**config.mk**
```make
export PLATFORM = sky130hd
export DESIGN_NAME = seq_pattern_tx_flat
export DESIGN_NICKNAME = d
export VERILOG_FILES = /design/src/rtl/seq_pattern_tx_if.sv /design/src/rtl/seq_pattern_tx.sv /design/src/flat_wrapper.sv
export SDC_FILE = /design/constraint.sdc
export NUM_CORES = 1
export LEC_CHECK = 0
export ABC_AREA = 1
export BUFFER_PORTS_ARGS = -buffer_cell sky130_fd_sc_hd__buf_2
export CAP_MARGIN = 20
export CORE_MARGIN = 2
export CORE_UTILIZATION = 51
export DETAILED_ROUTE_END_ITERATION = 7
export PLACE_DENSITY = 0.76
export SYNTH_ARGS = -nofsm -noshare
export SYNTH_HDL_FRONTEND = slang
export SYNTH_SLANG_ARGS = --single-unit
```
**constraint.sdc**
```tcl
create_clock -name clk -period 1.5 [get_ports clk]
set_input_delay 0.075 -clock clk [delete_from_list [all_inputs] [get_ports clk]]
set_output_delay 0.075 -clock clk [all_outputs]
set_load 0.02 [all_outputs]
```
**src/rtl/seq_pattern_tx_if.sv**
```systemverilog
// Start-request and serial-output bundle for seq_pattern_tx.
// The requester drives the master modport; the transmitter uses the slave modport.
interface seq_pattern_tx_if #(
   parameter int PAT_W = 4,
   parameter int CNT_W = 8
);
   // A request is accepted on a rising edge where start_valid && start_ready.
   // start_ready depends only on transmitter state. pat_in and rep_in are sampled
   // on that edge only. While start_ready is low, start_valid is ignored and nothing is queued.
   logic [PAT_W-1:0] pat_in;
   logic [CNT_W-1:0] rep_in;
   logic             start_valid;
   logic             start_ready;
   logic             sdo;
   logic             sdo_valid;
   logic             busy;
   logic             done;

   modport master (
      output pat_in, rep_in, start_valid,
      input  start_ready, sdo, sdo_valid, busy, done
   );

   modport slave (
      input  pat_in, rep_in, start_valid,
      output start_ready, sdo, sdo_valid, busy, done
   );
endinterface

```
**src/rtl/seq_pattern_tx.sv**
```systemverilog
// Serial pattern transmitter: sends a captured PAT_W-bit pattern MSB-first, rep_in times,
// with GAP_LEN idle cycles between copies. Define SEQ_TX_PARITY_EN to append an even-parity bit to each copy.
module seq_pattern_tx #(
   parameter int PAT_W   = 4,
   parameter int CNT_W   = 8,
   parameter int GAP_LEN = 0
) (
   input  logic             clk,
   input  logic             reset,
   seq_pattern_tx_if.slave  tx_if,
   output logic [1:0]       state_o
);

`ifdef SEQ_TX_PARITY_EN
   localparam int FRAME = PAT_W + 1;
`else
   localparam int FRAME = PAT_W;
`endif
   localparam int BIT_W = $clog2(FRAME);
   localparam logic [BIT_W-1:0] BIT_LAST = BIT_W'(FRAME - 1);
   localparam int GAP_LAST_I = (GAP_LEN > 0) ? GAP_LEN - 1 : 0;
   localparam logic [3:0] GAP_LAST = GAP_LAST_I[3:0];

   // Debug encoding seen on state_o: IDLE=0, SEND=1, GAP=2, DONE=3.
   typedef enum logic [1:0] {
      IDLE = 2'd0,
      SEND = 2'd1,
      GAP  = 2'd2,
      DONE = 2'd3
   } state_t;

   state_t             state_q;
   logic [FRAME-1:0]   shreg_q;
   logic [PAT_W-1:0]   pat_q;
   logic [CNT_W-1:0]   copies_q;
   logic [BIT_W-1:0]   bit_q;
   logic [3:0]         gap_q;
   logic               sdo_q;
   logic               sdo_valid_q;
   logic               busy_q;
   logic               done_q;
   logic               ready_q;
   logic [FRAME-1:0]   in_frame;
   logic [FRAME-1:0]   pat_frame;

   function automatic logic [FRAME-1:0] frame_of(input logic [PAT_W-1:0] p);
`ifdef SEQ_TX_PARITY_EN
      return {p, ^p};
`else
      return p;
`endif
   endfunction

   assign in_frame  = frame_of(tx_if.pat_in);
   assign pat_frame = frame_of(pat_q);

   // Outputs are registered alongside the state, so sdo always equals shreg_q's MSB while in SEND.
   always_ff @(posedge clk) begin
      if (reset) begin
         state_q     <= IDLE;
         shreg_q     <= '0;
         pat_q       <= '0;
         copies_q    <= '0;
         bit_q       <= '0;
         gap_q       <= '0;
         sdo_q       <= 1'b0;
         sdo_valid_q <= 1'b0;
         busy_q      <= 1'b0;
         done_q      <= 1'b0;
         ready_q     <= 1'b1;
      end else begin
         case (state_q)
            IDLE: begin
               if (tx_if.start_valid && ready_q) begin
                  pat_q    <= tx_if.pat_in;
                  copies_q <= tx_if.rep_in;
                  ready_q  <= 1'b0;
                  busy_q   <= 1'b1;
                  if (tx_if.rep_in != '0) begin
                     state_q     <= SEND;
                     shreg_q     <= in_frame;
                     sdo_q       <= in_frame[FRAME-1];
                     sdo_valid_q <= 1'b1;
                     bit_q       <= '0;
                  end else begin
                     state_q <= DONE;
                     done_q  <= 1'b1;
                  end
               end
            end
            SEND: begin
               if (bit_q == BIT_LAST) begin
                  copies_q <= copies_q - CNT_W'(1);
                  bit_q    <= '0;
                  if (copies_q == CNT_W'(1)) begin
                     state_q     <= DONE;
                     sdo_q       <= 1'b0;
                     sdo_valid_q <= 1'b0;
                     done_q      <= 1'b1;
                  end else if (GAP_LEN > 0) begin
                     state_q     <= GAP;
                     sdo_q       <= 1'b0;
                     sdo_valid_q <= 1'b0;
                     gap_q       <= '0;
                  end else begin
                     // Back-to-back copy: reload without a bubble.
                     shreg_q <= pat_frame;
                     sdo_q   <= pat_frame[FRAME-1];
                  end
               end else begin
                  bit_q   <= bit_q + BIT_W'(1);
                  shreg_q <= {shreg_q[FRAME-2:0], 1'b0};
                  sdo_q   <= shreg_q[FRAME-2];
               end
            end
            GAP: begin
               if (gap_q == GAP_LAST) begin
                  state_q     <= SEND;
                  shreg_q     <= pat_frame;
                  sdo_q       <= pat_frame[FRAME-1];
                  sdo_valid_q <= 1'b1;
                  bit_q       <= '0;
               end else begin
                  gap_q <= gap_q + 4'd1;
               end
            end
            DONE: begin
               state_q <= IDLE;
               done_q  <= 1'b0;
               busy_q  <= 1'b0;
               ready_q <= 1'b1;
            end
            default: begin
               state_q     <= IDLE;
               sdo_q       <= 1'b0;
               sdo_valid_q <= 1'b0;
               done_q      <= 1'b0;
               busy_q      <= 1'b0;
               ready_q     <= 1'b1;
            end
         endcase
      end
   end

   assign tx_if.start_ready = ready_q;
   assign tx_if.sdo         = sdo_q;
   assign tx_if.sdo_valid   = sdo_valid_q;
   assign tx_if.busy        = busy_q;
   assign tx_if.done        = done_q;
   assign state_o           = state_q;

endmodule

```
**src/flat_wrapper.sv**
```systemverilog
// flat-port wrapper written by rule: the top's interface ports become plain ports
module seq_pattern_tx_flat 
#(
   parameter int PAT_W   = 4,
   parameter int CNT_W   = 8,
   parameter int GAP_LEN = 0
)
  (clk, reset, state_o, tx_if_pat_in, tx_if_rep_in, tx_if_start_valid, tx_if_start_ready, tx_if_sdo, tx_if_sdo_valid, tx_if_busy, tx_if_done);
  seq_pattern_tx_if #(.PAT_W(PAT_W), .CNT_W(CNT_W)) tx_if_i ();
  input  logic clk;
  input  logic reset;
  output logic [1:0] state_o;
  input wire logic [$bits(tx_if_i.pat_in)-1:0] tx_if_pat_in;
  input wire logic [$bits(tx_if_i.rep_in)-1:0] tx_if_rep_in;
  input wire logic [$bits(tx_if_i.start_valid)-1:0] tx_if_start_valid;
  output wire logic [$bits(tx_if_i.start_ready)-1:0] tx_if_start_ready;
  output wire logic [$bits(tx_if_i.sdo)-1:0] tx_if_sdo;
  output wire logic [$bits(tx_if_i.sdo_valid)-1:0] tx_if_sdo_valid;
  output wire logic [$bits(tx_if_i.busy)-1:0] tx_if_busy;
  output wire logic [$bits(tx_if_i.done)-1:0] tx_if_done;
  assign tx_if_i.pat_in = tx_if_pat_in;
  assign tx_if_i.rep_in = tx_if_rep_in;
  assign tx_if_i.start_valid = tx_if_start_valid;
  assign tx_if_start_ready = tx_if_i.start_ready;
  assign tx_if_sdo = tx_if_i.sdo;
  assign tx_if_sdo_valid = tx_if_i.sdo_valid;
  assign tx_if_busy = tx_if_i.busy;
  assign tx_if_done = tx_if_i.done;
  seq_pattern_tx #(.PAT_W(PAT_W), .CNT_W(CNT_W), .GAP_LEN(GAP_LEN)) u_core (.clk(clk), .reset(reset), .tx_if(tx_if_i), .state_o(state_o));
endmodule
```
==> results of run 1 <==
## stage by stage
step | TNS, ns | setup slack, ns | power (mW) | utilization (%) | std cells
floorplan | 0 | 0.00346 | 1.57 | - | 243
global placement | -0.0205 | -0.0111 | 1.83 | 60.0 | 319
detailed placement | -0.108 | -0.0381 | 1.84 | 60.0 | 319
CTS | -0.000957 | -0.000957 | 2.28 | 63.7 | 328
global route | -0.485 | -0.0806 | 2.58 | 67.5 | 332
finish | 0 | 0.0334 | 2.39 | 67.5 | 332
## timing repair
action,4_1_cts,5_1_grt
setup endpoints to repair,13,20
pin swaps,3,18
hold endpoints to repair,4,0
setup buffers,1,4
hold buffers,4,0
gates resized for setup,7,31
## worst max-delay path by stage
| stage | from | end | slack (ns) | cells past startpoint |
|---|---|---|---|---|
| after detailed placement | u_core.state_o[0] | u_core.state_o[1] | -0.04 | 9 |
| after CTS | u_core.state_o[1] | u_core.tx_if.sdo | -0.001 | 10 |
| after global placement | u_core.state_o[0] | u_core.shreg_q[0] | -0.01 | 10 |
| after floorplan | u_core.state_o[0] | u_core.shreg_q[0] | 0.003 | 10 |
| after global routing | u_core.copies_q[0] | u_core.copies_q[6] | -0.08 | 10 |
| final | u_core.state_o[0] | u_core.shreg_q[0] | 0.03 | 10 |
## where the power goes
| part | switching [mW] | total (mW) | internal, mW |
|---|---|---|---|
| Clock | 0.232 | 0.381 | 0.149 |
| Combinational | 0.631 | 1.08 | 0.453 |
| Sequential | 0.0808 | 0.928 | 0.847 |
## registers in the layout (all words and copies together) (netlist names)
| name | flops |
|---|---|
| u_core.state_o | 2 |
| u_core.tx_if.sdo | 1 |
| u_core.shreg_q | 3 |
| u_core.gap_q | 4 |
| u_core.bit_q | 2 |
| u_core.tx_if.start_ready | 1 |
| u_core.pat_frame | 4 |
| u_core.copies_q | 8 |
| u_core.tx_if.done | 1 |
| u_core.tx_if.busy | 1 |
| u_core.tx_if.sdo_valid | 1 |
## worst max-delay path: stages (launching register included)
cell and delay, ns:
dfxtp_4 0.40, inv_4 0.05, ha_4 0.17, inv_4 0.08, a21oi_4 0.05, a21oi_4 0.21
nand3_4 0.15, nor2_4 0.14, nand2_1 0.05, nand2_1 0.06, nor2_1 0.03
## cells in the final DEF (no fill, tap or decap), types with 2 or more instances in the layout
cell	count
ha_4	4
inv_1	25
nor2_4	2
nand3_2	2
nand2_1	44
dfxtp_4	2
buf_4	17
dlygate4sd3_1	4
nand2_2	6
nor2_2	4
a21oi_4	3
dfxtp_2	3
nand3b_1	2
nor3_2	2
inv_2	5
nor2_1	31
clkbuf_4	3
ha_1	6
dfxtp_1	23
nand3_1	8
o21ai_2	3
buf_2	21
a31oi_1	3
a21oi_1	18
o21ai_0	7
a21oi_2	6
o21ai_1	12
inv_4	5
nand3_4	2
## cell usage after synthesis, types with 2 or more instances
library cell | instances | area, um^2
dfxtp_1 | 28 | 561
a31oi_1 | 3 | 18.8
a21oi_1 | 20 | 100
nor2_2 | 4 | 25.0
o21ai_1 | 12 | 60.1
o21ai_0 | 9 | 45.0
ha_1 | 11 | 138
o21ai_2 | 2 | 17.5
nor2_1 | 32 | 120
buf_2 | 4 | 20.0
a21oi_4 | 2 | 32.5
nor3_2 | 2 | 20.0
nand3b_1 | 2 | 15.0
a21oi_2 | 5 | 43.8
nand3_4 | 2 | 35.0
nand3_1 | 10 | 50.1
nand2_2 | 2 | 12.5
nor3_1 | 2 | 10.0
inv_2 | 4 | 15.0
nand2_1 | 48 | 180
inv_1 | 30 | 113
## layer usage
metal | vias up | global-route usage [%] | share of wire, % | wire length [um]
li1 | 874 | - | - | -
met1 | 775 | 29.6 | 46 | 1840
met2 | 36 | 39.2 | 49 | 1980
met3 | 5 | 2.48 | 4.3 | 174
met4 | 0 | 7.60 | 1.1 | 43
met5 | - | 0 | 0 | 0
## logic make-up (layout without fill, tap and decap cells)
group / count (synthesis) / in the layout / share of synthesized area, %
compound gates: 56 / 56 / 20.2
fa+ha+maj: 11 / 11 / 8.06
buf+inv: 39 / 82 / 9.02
flops: 28 / 28 / 32.8
simple gates: 109 / 109 / 29.9
## final cells by class
type / instances / area share [%]
inverters: 35 / 6.49
multi-input cells: 176 / 50.3
repair buffers: 43 / 13.2
well taps: 46 / 2.60
clock buffers: 4 / 1.64
flip-flops and latches: 28 / 25.8
==> metrics.cfg, run 1 <==
[status]
run_status = finished clean

[timing]
max_freq_mhz = 682
whs_ns = 0.0522
worst_pin_slew_ns = 0.320
setup_viol = 0
maxSlewViolCount = 0
rsz0062_at_grt = yes
min_period_over_period_pct = 97.8
slew_headroom_pct = 78.6
fin_crit_ns = 1.47
finalHoldViolCount = 0
clock_skew_ns = 0.00556

[synthesis]
synth-seq-cells = 28
ys_warn_count = 0
synth-edff-count = 0
synthDistinctLibCells = 30
syn_inst = 243
netlist_area_mm2 = 0.00171
synth_seq_area_share_pct = 32.8
ys_async_sr_fraction_pct = 0
syn_nets = 269
synth_top_flop_cell = dfxtp_1
syn_area_per_cell_um2 = 7.02

[power_and_ir_drop]
pwr_density_cell_mw_per_mm2 = 1080
ir_worst_vdd_v = 0.000780
p_leak_nw = 0.985

[final_layout]
seqCellArea_um2 = 572
layout-drive-gt1-share_pct = 34.3
nets = 313
multi_input_area_mm2 = 0.00111
nFillCells = 289
n_antenna_cell = 0
synthToLayoutAreaGrowth_pct = 29.8
final_area_mm2 = 0.00222

[floorplan]
core_mm2 = 0.00328
fp.dieW_um = 61.8
dieArea_mm2 = 0.00382
die_h_um = 61.8
row_count = 21
start_util_pct = 52.0
ioPinCount = 22

[grt]
grt_use_total_pct = 22.8
grt_overflow = 0
grt_pass1_wl_mm = 6.44
grt_max_degree = 16
antenna_found_initial = 0
grt_pass1_vias = 1503

[setup_path]
critPathKind = reg -> reg
timing.rr.start = u_core.state_o[0]
reg2reg_slack_ns = 0.03
arrival_ns = 1.72
required_ns = 1.76
cp_max_fo = 6
r2r_end = u_core.shreg_q[0]
cp-start-kind = register
worstSetupEndpointType = register
reg2regPathDepth = 10

[route]
wirelength_mm = 4.03
via_per_inst = 5.09
antenna_left = 0
routedWlPerCell_um = 12.1
drtPass1Iterations = 4
drtIter0Drc = 80
drc = 0
num_vias = 1690

[hold_path]
min_to = u_core.pat_frame[3]
hp-start = tx_if_pat_in[3]
hold_depth = 3
holdCritPathClass = in -> reg

[cts]
tritoncts = yes
root_buffer = clkbuf_4
cts_buffer_depth = 2
cts_buffers = 3
clkSlewWorstSetupHoldPaths_ns = 0.15
htreeDepth = 1
clock_latency_ns = 0.34
cts_sinks = 28

[placement]
place_congestion = 0.868
place_hpwl_mm = 2.92
place_area_mm2 = 0.00197
numPortBuffers = 21

[run]
maxCapViolations = 0

(Power assumes the default switching activity.)
==> inputs of run 2 (changes only) <==
--- a/config.mk
+++ b/config.mk
@@ -9,9 +9,10 @@
 export BUFFER_PORTS_ARGS = -buffer_cell sky130_fd_sc_hd__buf_2
 export CAP_MARGIN = 20
 export CORE_MARGIN = 2
-export CORE_UTILIZATION = 51
+export CORE_UTILIZATION = 57
 export DETAILED_ROUTE_END_ITERATION = 7
-export PLACE_DENSITY = 0.76
+export PLACE_DENSITY = 0.8
+export SETUP_SLACK_MARGIN = 0.3
 export SYNTH_ARGS = -nofsm -noshare
 export SYNTH_HDL_FRONTEND = slang
 export SYNTH_SLANG_ARGS = --single-unit
==> constraint.sdc (replaced) <==
create_clock -name clk -period 1.6 [get_ports clk]
set_input_delay 0.08 -clock clk [delete_from_list [all_inputs] [get_ports clk]]
set_output_delay 0.08 -clock clk [all_outputs]
set_load 0.02 [all_outputs]
==> metrics.cfg, run 2 (same netlist as run 1, synthesis figures left out) <==
[timing]
max_freq_mhz = 631  ; -7.4%
whs_ns = 0.0377  ; -0.0145 ns
slew_headroom_pct = 77.6  ; -1.0 points
worst_pin_slew_ns = 0.335  ; +0.0152 ns
fin_crit_ns = 1.58  ; +0.118 ns
setup_viol = 0  ; unchanged
finalHoldViolCount = 0  ; unchanged
fin_ws_ns = 0.0156  ; -0.0178 ns
maxSlewViolCount = 0  ; unchanged
rsz0062_at_grt = yes
min_period_over_period_pct = 99.0  ; +1.3 points
clock_skew_ns = 0.00226  ; -0.00331 ns

[power_and_ir_drop]
clkPwrFrac_pct = 15.9  ; about the same
pwr-share-comb_pct = 45.5  ; +0.2 points
ir_worst_vdd_v = 0.000551  ; -29%
pwr_density_cell_mw_per_mm2 = 1040  ; -3.9%
seq_power_share_pct = 38.5  ; -0.3 points
p_leak_nw = 0.973  ; -1.2%
p_int_mw = 1.36  ; -6.4%
net-switching-power_uw = 917  ; -2.8%
switching_share_pct = 40.3  ; +0.89 points

[setup_path]
required_ns = 1.89  ; +0.13 ns
crit_slowest_cell = dfxtp_4
crit_chain = inv_4 -> ha_4 -> inv_4 -> a21oi_4 -> a21oi_4 -> buf_4 -> nand4_2 -> nand2_1 -> nand2_1 -> nor2_1
cp-start-kind = register
slowest_delay_ns = 0.40  ; about the same
arrival_ns = 1.87  ; +0.15 ns
path_delay_family = simple AND/OR/NAND/NOR gates
cp_max_fo = 4  ; -2
critPathKind = reg -> reg
worstSetupEndpointType = register
critical_path_buf_inv_count = 3  ; +1

[floorplan]
core_mm2 = 0.00281  ; -15%
row_count = 19  ; -9.5%
ioPinCount = 22  ; unchanged
die_h_um = 58.7  ; -5.1%
dieArea_mm2 = 0.00345  ; -9.9%
fp.dieW_um = 58.7  ; -5.1%
start_util_pct = 60.8  ; +8.9 points

[final_layout]
nets = 312  ; -0.32%
final_cell_mix = 44 x nand2_1, 28 x nor2_1, 23 x inv_1, 22 x dfxtp_1, 21 x buf_2
synthToLayoutAreaGrowth_pct = 28.4
multi_input_area_mm2 = 0.00111  ; unchanged
regMostFlops = u_core.copies_q
layout_commonest_cell = nand2_1
n_antenna_cell = 0  ; unchanged
nFillCells = 196  ; -32%
largest_reg_flops = 8  ; unchanged
final_area_mm2 = 0.00219  ; -1.1%
layout-drive-gt1-share_pct = 36.1  ; +1.9 points
seqCellArea_um2 = 573  ; +0.22%

[cts]
clock_latency_ns = 0.34  ; about the same
tritoncts = yes
htreeDepth = 1  ; unchanged
clkSlewWorstSetupHoldPaths_ns = 0.15  ; about the same
cts_buffer_depth = 2  ; unchanged
cts_buffers = 3  ; unchanged
cts_sinks = 28  ; unchanged
root_buffer = clkbuf_4

[route]
drtPass1Iterations = 6  ; +2
wirelength_mm = 4.51  ; +12%
num_vias = 1732  ; +2.5%
routedWlPerCell_um = 14.3  ; +17%
via_per_inst = 5.48  ; +7.7%
drc = 1  ; +1
drtIter0Drc = 108  ; +35%
antenna_left = 0  ; unchanged

[grt]
antenna_found_initial = 0  ; unchanged
grt_use_total_pct = 26.8  ; +4.0 points
grt_overflow = 0  ; unchanged
grt_max_degree = 16  ; unchanged
grt_pass1_wl_mm = 7.02  ; +8.9%
grt_pass1_vias = 1577  ; +4.9%

[status]
violations = DRC
run_status = finished, violations left

[placement]
place_hpwl_mm = 2.88  ; -1.5%
numPortBuffers = 21  ; unchanged
pre_cts_slack_ns = 0.0658  ; +0.104 ns
place_congestion = 0.872  ; +0.37%
place_area_mm2 = 0.00191  ; -3.2%

[run]
maxCapViolations = 0  ; unchanged

[hold_path]
holdCritPathClass = in -> reg

[run 2: final timing paths]
| path | start | to | slack [ns] | cells past startpoint |
|---|---|---|---|---|
| max | u_core.state_o[1] | u_core.shreg_q[2] | 0.02 | 10 |
| min | tx_if_pat_in[3] | u_core.pat_frame[3] | 0.04 | 3 |
| max reg2reg | u_core.state_o[1] | u_core.shreg_q[2] | 0.02 | 10 |
| min reg2reg | u_core.tx_if.sdo_valid | u_core.tx_if.sdo_valid | 0.48 | 2 |
[run 2: final cells by class]
| class | instances | share of cell area (%) |
|---|---|---|
| clock buffer | 4 | 1.66 |
| timing repair buffer | 42 | 13.0 |
| tap | 31 | 1.77 |
| multi-input combinational | 176 | 50.8 |
| inverter | 35 | 6.68 |
| sequential | 28 | 26.1 |
[run 2: per-layer routing]
metal	wire length [um]	GRT usage, %	part of all wire, %	vias to the layer above
met4	74	9.74	1.6	0
met1	1990	35.3	44	789
met5	0	0	0	-
met2	2160	44.9	48	63
li1	-	-	-	872
met3	281	3.08	6.2	8
[run 2: metrics by stage]
step	utilization (%)	std cells	total power, mW	TNS, ns
after floorplan	-	243	1.51	0
after global placement	68.0	295	1.68	0
after detailed placement	68.0	295	1.70	0
after CTS	75.0	313	2.16	0
after global routing	78.1	316	2.41	-0.0643
final	78.1	316	2.27	0
[run 2: worst register-to-register path, cell delays in order, from the launching register on]
cell,delay [ns]
dfxtp_4,0.40
inv_4,0.05
ha_4,0.18
inv_4,0.08
a21oi_4,0.04
a21oi_4,0.20
buf_4,0.16
nand4_2,0.13
nand2_1,0.12
nand2_1,0.08
nor2_1,0.10
[run 2: repair_timing]
| item | CTS | global route |
|---|---|---|
| cloned | 0 | 0 |
| pin swaps | 10 | 10 |
| setup endpoints to repair | 21 | 27 |
| hold endpoints to repair | 4 | 0 |
| hold buffers | 4 | 0 |
| resized for setup | 15 | 25 |
| setup buffers | 10 | 3 |
[run 2: power by group through the flow]
stage	Combinational (mW)	Clock (mW)	Sequential, mW
after floorplan	0.609	0	0.898
after global placement	0.804	0	0.879
after detailed placement	0.818	0	0.882
after CTS	0.930	0.362	0.870
after global routing	1.13	0.396	0.885
final	1.04	0.362	0.876
